==> config.mk <==
export PLATFORM = sky130hd
export DESIGN_NAME = mini_datapath_ctrl_flat
export DESIGN_NICKNAME = d
export VERILOG_FILES = /design/src/rtl/mini_datapath_ctrl_if.sv /design/src/rtl/mini_datapath_ctrl.sv /design/src/flat_wrapper.sv
export SDC_FILE = /design/constraint.sdc
export NUM_CORES = 1
export LEC_CHECK = 0
export ABC_CLOCK_PERIOD_IN_PS = 2650
export CAP_MARGIN = 10
export CORE_MARGIN = 3
export CORE_UTILIZATION = 54
export DETAILED_ROUTE_END_ITERATION = 12
export PLACE_DENSITY = 0.87
export SETUP_SLACK_MARGIN = 0.4
export SYNTH_ARGS = -nofsm -noshare
export SYNTH_HDL_FRONTEND = slang
export SYNTH_SLANG_ARGS = --single-unit
export TNS_END_PERCENT = 1
==> constraint.sdc <==
create_clock -name clk -period 2.65 [get_ports clk]
set_input_delay 0.53 -clock clk [delete_from_list [all_inputs] [get_ports clk]]
set_output_delay 0.53 -clock clk [all_outputs]
set_load 0.01 [all_outputs]
==> src/rtl/mini_datapath_ctrl_if.sv <==
//==============================================================================
// Module   : mini_datapath_ctrl_if
// Brief    : Instruction valid/ready handshake bundle for mini_datapath_ctrl.
// Revision : 1.0 - initial release
//==============================================================================
`default_nettype none

interface mini_datapath_ctrl_if #(
  parameter int WIDTH = 8
);
  logic             instr_valid;
  logic             instr_ready;
  logic [WIDTH+7:0] instr;

  modport master (
    output instr_valid,
    output instr,
    input  instr_ready
  );

  modport slave (
    input  instr_valid,
    input  instr,
    output instr_ready
  );
endinterface

`default_nettype wire

==> src/rtl/mini_datapath_ctrl.sv <==
//==============================================================================
// Module   : mini_datapath_ctrl
// Brief    : Three-cycle sequencer feeding mini_datapath from a 4-entry register
//            file. Optional macro CTRL_ZFLAG_EN adds a zero_flag output.
// Revision : 1.0 - initial release
//==============================================================================
`default_nettype none

module mini_datapath_ctrl #(
  parameter int WIDTH = 8
) (
  input  wire logic             clk,
  input  wire logic             rst_n,
  mini_datapath_ctrl_if.slave   instr_if,
  output logic [WIDTH-1:0]      dp_alu_in_a,
  output logic [WIDTH-1:0]      dp_reg_data,
  output logic [WIDTH-1:0]      dp_immediate_data,
  output logic [2:0]            dp_alu_sel,
  output logic                  dp_mux_sel,
  input  wire logic [WIDTH-1:0] dp_result,
  input  wire logic             dp_carry_out,
  output logic                  wb_valid,
  output logic [1:0]            wb_addr,
  output logic [WIDTH-1:0]      wb_data,
  output logic                  carry_flag
`ifdef CTRL_ZFLAG_EN
  ,
  output logic                  zero_flag
`endif
);

  localparam int IW = WIDTH + 8;

  typedef enum logic [1:0] {
    S_IDLE = 2'd0,
    S_EXEC = 2'd1,
    S_WB   = 2'd2
  } state_t;

  state_t           r_state;
  state_t           w_state_next;
  logic [WIDTH-1:0] r_rf [4];
  logic [1:0]       r_rd;

  logic [IW-1:0]    w_instr;
  logic [2:0]       w_op;
  logic             w_imm_f;
  logic [1:0]       w_rd;
  logic [1:0]       w_rs1;
  logic [WIDTH-1:0] w_field;
  logic             w_accept;

  assign w_instr  = instr_if.instr;
  assign w_op     = w_instr[IW-1 -: 3];
  assign w_imm_f  = w_instr[WIDTH+4];
  assign w_rd     = w_instr[WIDTH+3 -: 2];
  assign w_rs1    = w_instr[WIDTH+1 -: 2];
  assign w_field  = w_instr[WIDTH-1:0];

  assign instr_if.instr_ready = (r_state == S_IDLE);
  assign w_accept             = instr_if.instr_valid && instr_if.instr_ready;

  always_ff @(posedge clk or negedge rst_n) begin
    if (!rst_n) begin
      r_state <= S_IDLE;
    end else begin
      r_state <= w_state_next;
    end
  end

  always_comb begin
    w_state_next = r_state;
    case (r_state)
      S_IDLE:  if (w_accept) w_state_next = S_EXEC;
      S_EXEC:  w_state_next = S_WB;
      S_WB:    w_state_next = S_IDLE;
      default: w_state_next = S_IDLE;
    endcase
  end

  // Operands are captured at accept so the datapath sees a stable input set
  // for the whole EXEC cycle; a same-register write therefore cannot disturb them.
  always_ff @(posedge clk or negedge rst_n) begin
    if (!rst_n) begin
      for (int i = 0; i < 4; i++) begin
        r_rf[i] <= '0;
      end
      r_rd              <= '0;
      dp_alu_in_a       <= '0;
      dp_reg_data       <= '0;
      dp_immediate_data <= '0;
      dp_alu_sel        <= '0;
      dp_mux_sel        <= 1'b0;
      wb_valid          <= 1'b0;
      wb_addr           <= '0;
      wb_data           <= '0;
      carry_flag        <= 1'b0;
`ifdef CTRL_ZFLAG_EN
      zero_flag         <= 1'b0;
`endif
    end else begin
      case (r_state)
        S_IDLE: begin
          if (w_accept) begin
            r_rd              <= w_rd;
            dp_alu_in_a       <= r_rf[w_rs1];
            dp_reg_data       <= r_rf[w_field[1:0]];
            dp_immediate_data <= w_field;
            dp_alu_sel        <= w_op;
            dp_mux_sel        <= w_imm_f;
          end
        end
        S_EXEC: begin
          r_rf[r_rd] <= dp_result;
          carry_flag <= dp_carry_out;
          wb_valid   <= 1'b1;
          wb_addr    <= r_rd;
          wb_data    <= dp_result;
`ifdef CTRL_ZFLAG_EN
          zero_flag  <= (dp_result == '0);
`endif
        end
        S_WB: begin
          wb_valid <= 1'b0;
        end
        default: begin
          wb_valid <= 1'b0;
        end
      endcase
    end
  end

endmodule

`default_nettype wire

==> src/flat_wrapper.sv <==
// flat-port wrapper written by rule: the top's interface ports become plain ports
module mini_datapath_ctrl_flat 
#(
  parameter int WIDTH = 8
)
  (clk, rst_n, dp_alu_in_a, dp_reg_data, dp_immediate_data, dp_alu_sel, dp_mux_sel, dp_result, dp_carry_out, wb_valid, wb_addr, wb_data, carry_flag, instr_if_instr_valid, instr_if_instr, instr_if_instr_ready);
  mini_datapath_ctrl_if #(.WIDTH(WIDTH)) instr_if_i ();
  input  wire logic clk;
  input  wire logic rst_n;
  output logic [WIDTH-1:0] dp_alu_in_a;
  output logic [WIDTH-1:0] dp_reg_data;
  output logic [WIDTH-1:0] dp_immediate_data;
  output logic [2:0] dp_alu_sel;
  output logic dp_mux_sel;
  input  wire logic [WIDTH-1:0] dp_result;
  input  wire logic dp_carry_out;
  output logic wb_valid;
  output logic [1:0] wb_addr;
  output logic [WIDTH-1:0] wb_data;
  output logic carry_flag;
  input wire logic [$bits(instr_if_i.instr_valid)-1:0] instr_if_instr_valid;
  input wire logic [$bits(instr_if_i.instr)-1:0] instr_if_instr;
  output wire logic [$bits(instr_if_i.instr_ready)-1:0] instr_if_instr_ready;
  assign instr_if_i.instr_valid = instr_if_instr_valid;
  assign instr_if_i.instr = instr_if_instr;
  assign instr_if_instr_ready = instr_if_i.instr_ready;
  mini_datapath_ctrl #(.WIDTH(WIDTH)) u_core (.clk(clk), .rst_n(rst_n), .instr_if(instr_if_i), .dp_alu_in_a(dp_alu_in_a), .dp_reg_data(dp_reg_data), .dp_immediate_data(dp_immediate_data), .dp_alu_sel(dp_alu_sel), .dp_mux_sel(dp_mux_sel), .dp_result(dp_result), .dp_carry_out(dp_carry_out), .wb_valid(wb_valid), .wb_addr(wb_addr), .wb_data(wb_data), .carry_flag(carry_flag));
endmodule
* Word level (Yosys, flattened, before mapping)
Cells that the tools add are included.
** Word-level totals
- Input port bits :: 28
- Bits in registers :: 76
- Output and inout bits :: 41
** Cells by class
- Order comparisons :: 4
- Reduce and logical (&&, ||, !) cells :: 4
- Muxes and demuxes :: 12
- Eq/ne operators :: 2
- Bitwise logic cells :: 3
** Operators by type and width (count)
- two-way mux 8 bit :: 5
- binary-select mux 8 bit (select 2 bit) :: 2
- bitwise mux 32 bit :: 1
- demux 8 bit (select 2 bit) :: 1
- greater-or-equal comparator 3 bit, second input constant :: 3
- NOT 2 -> 3 bit :: 3
- one-hot mux 2 bit (2 select lines) :: 1
- < comparator 3 x 1 -> 1 bit, second input constant :: 1
- equality test 2 x 1 -> 1 bit, second input constant :: 1
- logical AND 1 bit :: 2
- zero test 2 bit :: 1
- two-way mux 2 bit :: 1
- != test 2 bit, second input constant :: 1
- one-hot mux 1 bit (2 select lines) :: 1
- AND reduction 2 bit :: 1

* Longest topological paths before layout
- Word-level depth :: 6
- Gate-level depth with buffers :: 4
- Mapped depth without buffers :: 2

* Worst setup path after synthesis
No wires, ideal clock.
- Kind :: input-to-reg
- Start :: in instr_if_instr[0]
- End :: reg u_core.dp_reg_data[0]
- Data arrival time :: 1534 ps
- Setup slack :: 991 ps
- Setup time :: 125 ps
- Stages :: 3
- Cell sequence :: buf_2 mux4_2 mux2_2
** On the way
- Cells in the longest elaborated chain, start to end :: 4
** Ends and longest elaborated chain
- start, declared :: line flat_wrapper.sv:22 : input wire logic [$bits(instr_if_i.instr)-1:0] instr_if_instr;
- NOT 2 -> 3 bit (implied by the code) :: line mini_datapath_ctrl.sv:107 : dp_reg_data <= r_rf[w_field[1:0]];
- binary-select mux 8 bit (select 2 bit) :: line mini_datapath_ctrl.sv:107
- two-way mux 8 bit (implied by the code) (2 in a row) :: line mini_datapath_ctrl.sv:107
- end signal, assigned :: line mini_datapath_ctrl.sv:107
- end, declared :: line mini_datapath_ctrl.sv:16 : output logic [WIDTH-1:0] dp_reg_data,
No other way between the ends. The select of a mux whose other input is x is not followed.
A chain may end at the register's enable or synchronous reset.

* Final worst setup path
- Start :: reg u_core.r_state[1]
- End :: out instr_if_instr_ready
** On the way
- Cells in the longest elaborated chain, start to end :: 1
** Ends and longest elaborated chain
- start, declared :: line mini_datapath_ctrl.sv:40 : state_t r_state;
- start signal, assigned :: line mini_datapath_ctrl.sv:67 : r_state <= w_state_next;
- zero test 2 bit :: line mini_datapath_ctrl.sv:60 : assign instr_if.instr_ready = (r_state == S_IDLE);
- end, declared :: line flat_wrapper.sv:23 : output wire logic [$bits(instr_if_i.instr_ready)-1:0] instr_if_instr_ready;
No other way between the ends.

==> flow_metrics.env <==
export IMPL_worstReg2RegEnd="u_core.wb_data[5]"
export IMPL_layout_drive_gt1_share=0.420
export IMPL_start_util=0.572
export IMPL_grt_max_degree=77
export IMPL_grt_pass1_vias=2067
export IMPL_fillers=337
export IMPL_r2r_start="u_core.r_state[1]"
export IMPL_vias=1918
export IMPL_vias_per_cell=5.71
export IMPL_clockRootBuffer="clkbuf_8"
export IMPL_clkSlewWorstSetupHoldPaths_ns=0.08
export IMPL_cp_end_kind="output pin"
export IMPL_ioPinCount=69
export IMPL_critPathKind="flop to output pin"
export IMPL_die_w_um=83.3
export IMPL_max_freq_mhz=476
export IMPL_yosysSeqAreaShare=0.589
export IMPL_die_h_um=83.3
export IMPL_fin_setup_tns_ns=0
export IMPL_synth_top_area_cell="dfrtp_1"
export IMPL_numCtsBuffers=9
export IMPL_dp_hpwl_mm=4.23
export IMPL_hold_class="input port to async pin"
export IMPL_ys_flop_type="dfrtp_1"
export IMPL_antenna_found_initial=0
export IMPL_overflow=0
export IMPL_drcViolationCount=0
export IMPL_dp_cells=320
export IMPL_routabilityCongestion=0.740
export IMPL_nets=287
export IMPL_yosysWarnings=0
export IMPL_worstMarginPinSlew_ns=0.912
export IMPL_syn_inst=187
export IMPL_core_area_um2=5640
export IMPL_crit_start="u_core.r_state[1]"
export IMPL_avgRoutedWirePerCell_um=19.4
export IMPL_grt_pass1_wl_mm=10.8
export IMPL_yosysMostFrequentCell="dfrtp_1"
export IMPL_pre_cts_ws_ns=0.502
export IMPL_leakage_nw=1.75
export IMPL_startpoint_type="flop"
export IMPL_num_rows=27
export IMPL_yosys_register_bits=76
export IMPL_synth_edf_count=0
export IMPL_max_cap_viol_count=0
export IMPL_timing_final_ws_setup_ns=0.547
export IMPL_status="complete, no violations"
export IMPL_final_core_util=0.755
export IMPL_dieArea_um2=6940
export IMPL_cts_tree="done"
export IMPL_stdcell_count=336
export IMPL_drv_slew=0
export IMPL_antenna_cells=0
export IMPL_ant_nets=0
export IMPL_clk_latency_ns=0.35
export IMPL_fin_skew_ns=0.00726
export IMPL_max_slew_margin=0.392
export IMPL_synth_top_cell_area_share=0.589
export IMPL_rsz0062_at_grt="false"
export IMPL_ctsResizeCount=0
export IMPL_path_cells="nor2_1 -> clkdlybuf4s50_1"
export IMPL_syn_num_nets=215
export IMPL_io_buffer_count=68
export IMPL_cts_buffer_depth=2
export IMPL_crit_slowest_cell="clkdlybuf4s50_1"
export IMPL_post_cts_buffers=0
export IMPL_period_share=0.794
export IMPL_finalSetupViolations=0
export IMPL_critPathMaxFanout=8
export IMPL_syn_area_per_cell_um2=17.3
export IMPL_arrival_ns=1.57
export IMPL_synth_area_leaders="dfrtp_1 59%, mux2_2 24%, mux4_2 11%"
export IMPL_syn_area_um2=3230
export IMPL_area_growth_pct=31.9
export IMPL_r2r_cells=2
export IMPL_firstDrtPassIters=4
export IMPL_power_density_nw_per_um2=1080
export IMPL_async_flop_share=1.00
export IMPL_hold_viol=0
export IMPL_ys_top_cells_by_count="76 x dfrtp_1, 70 x mux2_2, 16 x mux4_2"
export IMPL_grt_use_total=0.203
export IMPL_cp_slowest_stage_delay_ns=0.54
export IMPL_crit_family="buffers and inverters"
export IMPL_ff2ff_setup_slack_ns=0.86
export IMPL_clock_sinks=76
export IMPL_cp_num_buf_inv=1
export IMPL_h_tree_depth=3
export IMPL_cp_depth=2
export IMPL_endpoint="instr_if_instr_ready"
export IMPL_yosys_cell_types_count=14
export IMPL_drt_total_wl_mm=6.53
export IMPL_hold_buffers=0
export IMPL_max_vdd_ir_drop_mv=0.740
export IMPL_cp_required_ns=2.12
export IMPL_power_mw=4.62
export IMPL_drt_iter0_markers=80
export IMPL_fin_crit_ns=2.10
==> routing by layer <==
metal	GRT usage	wire length, um	vias to the layer above
met1	0.256	2710	1014
li1	-	-	844
met4	0.0579	74	0
met5	0	0	-
met2	0.337	3440	53
met3	0.0675	299	7
==> placed cells by master, fill, tap and decap left out <==
cell type,Yosys,layout
dfrtp_1,76,76
mux2_2,70,70
clkdlybuf4s50_1,0,67
mux4_2,16,16
clkbuf_8,0,11
buf_4,0,5
nor2_1,3,3
mux2_1,3,3
bufinv_16,0,3
nor4bb_2,0,2
nor3b_4,0,1
nand4b_1,1,1
nor4b_4,1,1
nand2b_1,1,1
inv_1,1,1
clkbuf_1,1,1
clkinv_2,0,1
buf_12,0,1
==> cell families (layout without fill, tap and decap cells) <==
| logic type | Yosys count | in the layout | synth area share |
|---|---|---|---|
| AND/OR/NAND/NOR | 9 | 9 | 0.0256 |
| buffers and inverters | 13 | 90 | 0.0190 |
| flip-flops | 76 | 76 | 0.589 |
| multiplexers | 89 | 89 | 0.366 |
==> cell type report <==
class | instances | area, um^2 | share of cell area
sequential | 76 | 1900 | 0.447
multi-input combinational | 98 | 1280 | 0.301
timing repair buffer | 73 | 728 | 0.171
clock buffer | 12 | 155 | 0.0364
clock inverter | 4 | 95.1 | 0.0223
tap | 72 | 90.1 | 0.0212
inverter | 1 | 3.75 | 0.000882
==> power by group <==
part	leakage [nW]	switching, mW	internal, mW	total [mW]
clock network	0.127	0.415	0.676	1.09
registers	0.904	0.344	1.66	2.00
logic	0.722	0.482	1.04	1.53
total	1.75	1.24	3.38	4.62
==> registers in the layout, indices dropped and copies added, names as in the netlist <==
| signal | cells |
|---|---|
| u_core.carry_flag | 1 |
| u_core.dp_alu_in_a | 8 |
| u_core.dp_alu_sel | 3 |
| u_core.dp_immediate_data | 8 |
| u_core.dp_mux_sel | 1 |
| u_core.dp_reg_data | 8 |
| u_core.r_rd | 2 |
| u_core.r_rf | 32 |
| u_core.r_state | 2 |
| u_core.wb_addr | 2 |
| u_core.wb_data | 8 |
| u_core.wb_valid | 1 |
==> worst reg2reg max path, cell delays in order, from the launching register on <==
cell	delay, ns
dfrtp_1	0.60
nand2b_1	0.67
mux2_2	0.41
==> worst min-delay path by stage <==
stage	startpoint	endpoint	slack (ns)	cells past startpoint
global placement	u_core.dp_immediate_data[3]	u_core.dp_immediate_data[3]	0.47	1
CTS	rst_n	u_core.carry_flag	0.34	1
floorplan	rst_n	u_core.carry_flag	0.23	0
finish	rst_n	u_core.carry_flag	0.31	1
global route	rst_n	u_core.dp_reg_data[6]	0.36	1
detailed placement	u_core.wb_valid	u_core.wb_valid	0.49	2
==> stage by stage <==
stage               cell area, um^2  hold WS [ns]
detailed placement             4010         0.485
global placement               4010         0.469
CTS                            4260         0.343
finish                         4260         0.306
floorplan                      3230         0.234
global route                   4260         0.358
No activity file was read; power rests on OpenSTA's default activity.
